==> src/rtl/mem_ctrl_pkg.sv <==
// rtl/mem_ctrl_pkg.sv - shared op/size encodings, IO base default and FSM state type for mem_ctrl
package mem_ctrl_pkg;

    localparam logic        OP_LOAD         = 1'b0;
    localparam logic        OP_STORE        = 1'b1;

    localparam logic [2:0]  SIZE_BYTE       = 3'b001;
    localparam logic [2:0]  SIZE_HALF       = 3'b010;
    localparam logic [2:0]  SIZE_WORD       = 3'b100;

    localparam logic [31:0] IO_BASE_DEFAULT = 32'h0003_0000;

    typedef enum logic [1:0] {
        ST_IDLE,
        ST_READ,
        ST_WRITE,
        ST_DONE
    } state_e;

    // Number of bytes moved for a size code; unknown codes move a full word.
    function automatic logic [2:0] size_to_bytes(input logic [2:0] size);
        case (size)
            SIZE_BYTE: size_to_bytes = 3'd1;
            SIZE_HALF: size_to_bytes = 3'd2;
            SIZE_WORD: size_to_bytes = 3'd4;
            default:   size_to_bytes = 3'd4;
        endcase
    endfunction

endpackage

==> src/rtl/mem_ctrl.sv <==
// rtl/mem_ctrl.sv - byte-serial RAM/IO controller for IF and LSB clients; MEM_CTRL_IO_STALL_EN enables IO write back-pressure
module mem_ctrl
    import mem_ctrl_pkg::*;
#(
    parameter logic [31:0] IO_BASE = IO_BASE_DEFAULT
) (
    input  logic        clk,
    input  logic        rst,
    input  logic        rdy,
    input  logic        jump_flag,

    input  logic        if_enable,
    input  logic [31:0] if_addr,
    output logic        if_success,
    output logic [31:0] if_data,

    input  logic        lsb_enable,
    input  logic [2:0]  lsb_size,
    input  logic [31:0] lsb_addr,
    input  logic [31:0] lsb_wdata,
    input  logic        lsb_wr_tag,
    output logic        lsb_success,
    output logic [31:0] lsb_rdata,

    input  logic [7:0]  mem_din,
    output logic [7:0]  mem_dout,
    output logic [31:0] mem_a,
    output logic        mem_wr,
    input  logic        io_buffer_full
);

    state_e      state_q,       state_d;
    logic [2:0]  cnt_q,         cnt_d;
    logic [2:0]  nbytes_q,      nbytes_d;
    logic        lsb_client_q,  lsb_client_d;
    logic [31:0] wdata_q,       wdata_d;
    logic [31:0] rbuf_q,        rbuf_d;
    logic        cap_held_q,    cap_held_d;
    logic [31:0] mem_a_q,       mem_a_d;
    logic [7:0]  mem_dout_q,    mem_dout_d;
    logic        mem_wr_q,      mem_wr_d;
    logic        if_success_q,  if_success_d;
    logic        lsb_success_q, lsb_success_d;
    logic [31:0] if_data_q,     if_data_d;
    logic [31:0] lsb_rdata_q,   lsb_rdata_d;

    logic        io_stall;
    logic        cap_due;
    logic [1:0]  cap_idx;
    logic [31:0] rbuf_cap;
    logic [31:0] rbuf_new;
    logic        accept_store;

`ifdef MEM_CTRL_IO_STALL_EN
    assign io_stall = (state_q == ST_WRITE) && io_buffer_full && (mem_a_q >= IO_BASE);
`else
    logic unused_io;
    assign io_stall  = 1'b0;
    assign unused_io = io_buffer_full ^ (IO_BASE == 32'h0);
`endif

    // The write strobe drops immediately while frozen or stalled; the rest of the state simply holds.
    assign mem_wr      = mem_wr_q & rdy & ~io_stall;
    assign mem_a       = mem_a_q;
    assign mem_dout    = mem_dout_q;
    assign if_success  = if_success_q;
    assign if_data     = if_data_q;
    assign lsb_success = lsb_success_q;
    assign lsb_rdata   = lsb_rdata_q;

    // Next-state logic: accept, issue one byte address per cycle, collect read bytes one cycle later.
    always_comb begin
        state_d       = state_q;
        cnt_d         = cnt_q;
        nbytes_d      = nbytes_q;
        lsb_client_d  = lsb_client_q;
        wdata_d       = wdata_q;
        rbuf_d        = rbuf_q;
        cap_held_d    = cap_held_q;
        mem_a_d       = mem_a_q;
        mem_dout_d    = mem_dout_q;
        mem_wr_d      = mem_wr_q;
        if_success_d  = if_success_q;
        lsb_success_d = lsb_success_q;
        if_data_d     = if_data_q;
        lsb_rdata_d   = lsb_rdata_q;

        // Byte returned by RAM this cycle belongs to the address issued two counts ago.
        cap_due  = (state_q == ST_READ) && (cnt_q >= 3'd2);
        cap_idx  = cnt_q[1:0] - 2'd2;
        rbuf_cap = rbuf_q;
        rbuf_cap[{cap_idx, 3'b000} +: 8] = mem_din;
        // A byte already grabbed during a freeze must not be overwritten by the stale RAM output.
        rbuf_new = cap_held_q ? rbuf_q : rbuf_cap;

        accept_store = lsb_enable && (lsb_wr_tag == OP_STORE);

        if (!rdy) begin
            // The RAM keeps running while we are frozen, so the due byte is only valid on the first frozen cycle.
            if (cap_due && !cap_held_q) begin
                rbuf_d     = rbuf_cap;
                cap_held_d = 1'b1;
            end
        end else begin
            if_success_d  = 1'b0;
            lsb_success_d = 1'b0;
            case (state_q)
                ST_IDLE: begin
                    mem_a_d    = 32'h0;
                    mem_wr_d   = 1'b0;
                    cnt_d      = 3'd0;
                    cap_held_d = 1'b0;
                    if (!jump_flag && (lsb_enable || if_enable)) begin
                        lsb_client_d = lsb_enable;
                        nbytes_d     = lsb_enable ? size_to_bytes(lsb_size) : 3'd4;
                        wdata_d      = lsb_wdata;
                        mem_a_d      = lsb_enable ? lsb_addr : if_addr;
                        mem_dout_d   = accept_store ? lsb_wdata[7:0] : 8'h00;
                        mem_wr_d     = accept_store;
                        cnt_d        = 3'd1;
                        rbuf_d       = 32'h0;
                        state_d      = accept_store ? ST_WRITE : ST_READ;
                    end
                end
                ST_READ: begin
                    if (jump_flag) begin
                        state_d    = ST_IDLE;
                        mem_a_d    = 32'h0;
                        cnt_d      = 3'd0;
                        cap_held_d = 1'b0;
                    end else begin
                        if (cap_due) begin
                            rbuf_d = rbuf_new;
                        end
                        cap_held_d = 1'b0;
                        if (cnt_q == nbytes_q + 3'd1) begin
                            state_d = ST_DONE;
                            cnt_d   = 3'd0;
                            mem_a_d = 32'h0;
                            if (lsb_client_q) begin
                                lsb_rdata_d   = rbuf_new;
                                lsb_success_d = 1'b1;
                            end else begin
                                if_data_d     = rbuf_new;
                                if_success_d  = 1'b1;
                            end
                        end else if (cnt_q == nbytes_q) begin
                            mem_a_d = 32'h0;
                            cnt_d   = cnt_q + 3'd1;
                        end else begin
                            mem_a_d = mem_a_q + 32'h1;
                            cnt_d   = cnt_q + 3'd1;
                        end
                    end
                end
                ST_WRITE: begin
                    // Stores ignore jump_flag: the LSB is waiting for the acknowledge.
                    if (!io_stall) begin
                        if (cnt_q == nbytes_q) begin
                            state_d       = ST_DONE;
                            cnt_d         = 3'd0;
                            mem_a_d       = 32'h0;
                            mem_dout_d    = 8'h00;
                            mem_wr_d      = 1'b0;
                            lsb_success_d = 1'b1;
                        end else begin
                            mem_a_d    = mem_a_q + 32'h1;
                            mem_dout_d = wdata_q[{cnt_q[1:0], 3'b000} +: 8];
                            cnt_d      = cnt_q + 3'd1;
                        end
                    end
                end
                ST_DONE: begin
                    state_d = ST_IDLE;
                    mem_a_d = 32'h0;
                end
                default: begin
                    state_d = ST_IDLE;
                end
            endcase
        end
    end

    // State and output registers; reset wins over rdy and drops any in-flight request.
    always_ff @(posedge clk) begin
        if (rst) begin
            state_q       <= ST_IDLE;
            cnt_q         <= 3'd0;
            nbytes_q      <= 3'd0;
            lsb_client_q  <= 1'b0;
            wdata_q       <= 32'h0;
            rbuf_q        <= 32'h0;
            cap_held_q    <= 1'b0;
            mem_a_q       <= 32'h0;
            mem_dout_q    <= 8'h00;
            mem_wr_q      <= 1'b0;
            if_success_q  <= 1'b0;
            lsb_success_q <= 1'b0;
            if_data_q     <= 32'h0;
            lsb_rdata_q   <= 32'h0;
        end else begin
            state_q       <= state_d;
            cnt_q         <= cnt_d;
            nbytes_q      <= nbytes_d;
            lsb_client_q  <= lsb_client_d;
            wdata_q       <= wdata_d;
            rbuf_q        <= rbuf_d;
            cap_held_q    <= cap_held_d;
            mem_a_q       <= mem_a_d;
            mem_dout_q    <= mem_dout_d;
            mem_wr_q      <= mem_wr_d;
            if_success_q  <= if_success_d;
            lsb_success_q <= lsb_success_d;
            if_data_q     <= if_data_d;
            lsb_rdata_q   <= lsb_rdata_d;
        end
    end

endmodule

==> config.mk <==
export PLATFORM = sky130hd
export DESIGN_NAME = mem_ctrl
export DESIGN_NICKNAME = d
export VERILOG_FILES = /design/src/rtl/mem_ctrl_pkg.sv /design/src/rtl/mem_ctrl.sv
export SDC_FILE = /design/constraint.sdc
export NUM_CORES = 1
export LEC_CHECK = 0
export BUFFER_PORTS_ARGS = -buffer_cell sky130_fd_sc_hd__buf_4
export CAP_MARGIN = 5
export CORE_UTILIZATION = 40
export DETAILED_ROUTE_END_ITERATION = 6
export PLACE_DENSITY = 0.65
export SETUP_SLACK_MARGIN = 0.05
export SLEW_MARGIN = 5
export SYNTH_ARGS = -nofsm -noshare
export SYNTH_HDL_FRONTEND = slang
export SYNTH_SLANG_ARGS = --single-unit
==> constraint.sdc <==
create_clock -name clk -period 3.45 [get_ports clk]
set_clock_uncertainty 0.15 [all_clocks]
set_input_delay 0.1725 -clock clk [delete_from_list [all_inputs] [get_ports clk]]
set_output_delay 0.1725 -clock clk [all_outputs]
set_load 0.02 [all_outputs]
==> results.toml <==
[critical_path]
critPathArrivalTime_ns = 3.10
slowest_delay_ns = 0.64
timing.rr.end = "rbuf_q[25]"
startpoint = "cnt_q[0]"
crit_fanout = 16
worstPathRequired_ns = 3.64
critPathCaptureType = "register"
path_cells = "inv_1, ha_1, and4b_1, a32oi_1, o22ai_1, a21oi_1, a311oi_1"
path_class = "reg -> reg"
startpoint_type = "register"
r2r-start = "cnt_q[0]"
r2r_cells = 7
ff2ff_setup_slack_ns = 0.54
crit_slowest_cell = "and4b_1"

[floorplanning]
fp.coreArea_mm2 = 0.0229
die_area_mm2 = 0.0243
ios = 222
initial_core_util = 0.413
die_y_um = 156
die_w_um = 156
rows = 55

[clocking]
cts_hold_buf = 49
ctsResizeCount = 0
cts.sinks = 181
cts_buffer_depth = 2
numCtsBuffers = 17
path_clk_slew_ns = 0.08
cts_tree = "done"
htreeDepth = 4
post_cts_buffers = 0
clock_latency_ns = 0.44
cts_root_buffer = "clkbuf_16"

[yosys]
synth_cell_types = 76
netlist.area_leader.share = 0.383
synth.largest_area_cell = "dfxtp_1"
synthArstFlopShare = 0
avgSynthCellArea_um2 = 8.49
syn_inst = 1115
netlist_area_mm2 = 0.00947
yosys_warnings = 0
ys_seq_elements = 181
synthFlopType = "dfxtp_1"
synth.area.top_cells = "dfxtp_1 38%, a211oi_1 6.3%, a21oi_1 5.0%"
synth_nets = 1242
ys_seq_area_frac = 0.383
synth_edf_count = 0

[worst_hold_path]
whs_endpoint = "mem_a[30]"
hold_start = "lsb_addr[30]"
hold_depth = 5
hold_path.class = "in -> reg"

[pwr]
power.density_mw_per_mm2 = 418
total_power_uw = 5150
vdd_drop_max_mv = 0.268
p_leak_uw = 0.00457

[cells_and_area]
area_delta_synth_final_pct = 30.0
n_antenna_cell = 0
fin_nets = 1438
register_area_mm2 = 0.00362
instances_no_fill = 1637
multi_input_area_mm2 = 0.00520
final_cell_area_mm2 = 0.0123
utilization = 0.537
fillCellCount = 2127
drive_gt1_frac = 0.237

[global_routing]
globalRouteOverflowTotal = 0
antenna_found_initial = 0
track_usage = 0.243
grt_pass1_wl_um = 47400
grt_pass1_vias = 8962
grt_max_degree = 65

[sta]
max_freq_ghz = 0.344
drv_slew = 0
max_slew_margin = 0.220
fin_setup_tns_ns = 0
period_share = 0.843
fin_crit_ns = 2.91
tightestPinTransition_ns = 1.17
rsz0062_at_grt = "false"
setup_viol = 0
hold_viol_final = 0

[flow_run]
maxCapViolations = 0

[route]
wl_per_cell_um = 17.9
drt_iter0_drc = 788
via_per_inst = 5.84
dr.pass1.iters = 6
vias = 9563
wl_um = 29200
drc = 0
ant_nets = 0

[placement]
dpl.cell_count = 1556
place_congestion = 0.870
postPlaceCellArea_mm2 = 0.0112
io_buffer_count = 220
place_hpwl_um = 19400

[status]
status = "finished, final reports clean"
-- kinds of logic (layout without fill, tap and decap cells) --
group | Yosys count | count (layout) | synth area share
DFF | 181 | 181 | 0.383
muxes | 42 | 42 | 0.0556
and+or+nand+nor | 300 | 300 | 0.152
adders and majority gates | 12 | 12 | 0.0159
AOI/OAI and AO/OA | 408 | 408 | 0.314
buffers and inverters | 165 | 374 | 0.0717
xor gates and xnor gates | 7 | 7 | 0.00806
-- metal layers --
| layer | global-route usage | vias up | share of wire |
|---|---|---|---|
| met5 | 0 | - | 0 |
| met4 | 0.0700 | 0 | 0.014 |
| met3 | 0.0389 | 27 | 0.057 |
| met2 | 0.400 | 331 | 0.48 |
| met1 | 0.327 | 4561 | 0.45 |
| li1 | - | 4644 | - |
-- registers in the layout, indices dropped and copies added (netlist names), 3 cells and up --
signal     cells
rbuf_q        32
cnt_q          3
mem_a         32
wdata_q       32
if_data       32
lsb_rdata     32
mem_dout       8
nbytes_q       3
-- report_power, final --
part           leakage (µW)  total [µW]  switching [µW]  internal [µW]
Clock              0.000281        1950             980            972
Sequential          0.00147        2270            78.0           2190
Combinational       0.00282         928             511            417
-- synth_stat cells (all sizes together) (3+ instances only) --
library cell  number
a21oi             95
clkbuf            66
o22ai             36
mux4               8
o211a              4
nor3              13
o31a               3
or3                3
xor2               4
o31ai              3
o32ai              3
a22oi              8
o2bb2ai            3
a211oi            79
o41ai              3
a32oi             32
mux2i             29
a2bb2oi           32
nor2              97
o21ai             24
dfxtp            181
nand3b             3
and4               5
inv               49
and3              10
nand2b             6
a31oi             10
a32o               3
nand2             96
mux2               5
nor4               8
nand3             24
a311oi            32
nand4             17
a41oi              9
buf               50
o32a               7
ha                12
or4                6
nor4b              3
o211ai             3
-- critical path: cells and delay by family, from the launching register on --
| family | cells | cell delay [ns] |
|---|---|---|
| AO/OA/AOI/OAI | 4 | 0.89 |
| AND/OR/NAND/NOR | 1 | 0.64 |
| flip-flops | 1 | 0.50 |
| adder cells (fa/ha/maj) | 1 | 0.45 |
| buffers and inverters | 1 | 0.18 |
-- per-stage QoR --
stage	worst slack, ns	hold slack [ns]
3_3_place_gp	0.652	0.273
5_1_grt	0.225	0.0299
6_report	0.542	0.00279
4_1_cts	0.571	0.00120
3_5_place_dp	0.586	0.279
2_1_floorplan	0.659	0.158
-- worst max-delay path by stage --
stage,end,cells past startpoint
final,rbuf_q[25],7
after global routing,rbuf_q[22],8
after CTS,rbuf_q[4],7
after detailed placement,rbuf_q[27],8
after global placement,rbuf_q[1],8
after floorplan,rbuf_q[14],10
-- layout by cell type, fill, tap and decap left out, drive strengths merged, types with 6 or more instances in the layout --
cell / synthesis / routed
nor4: 8 / 8
ha: 12 / 12
o32a: 7 / 7
a22oi: 8 / 8
mux2i: 29 / 29
dfxtp: 181 / 181
a31oi: 10 / 10
inv: 49 / 57
and3: 10 / 10
a211oi: 79 / 79
mux4: 8 / 8
or4: 6 / 6
nor3: 13 / 13
a2bb2oi: 32 / 32
a41oi: 9 / 9
nand2: 96 / 96
nand2b: 6 / 6
clkbuf: 66 / 17
o22ai: 36 / 36
a21oi: 95 / 95
a32oi: 32 / 32
a311oi: 32 / 32
o21ai: 24 / 24
buf: 50 / 244
nand4: 17 / 17
nor2: 97 / 97
dlygate4sd3: 0 / 49
nand3: 24 / 24
-- layout make-up --
type,count,area share
multi-input cells,769,0.423
inverters,49,0.0149
clock buffers,17,0.0346
repair buffers,293,0.189
flip-flops and latches,181,0.294
clock inverters,15,0.0129
well taps,313,0.0318
No activity file was read; power rests on OpenSTA's default activity.
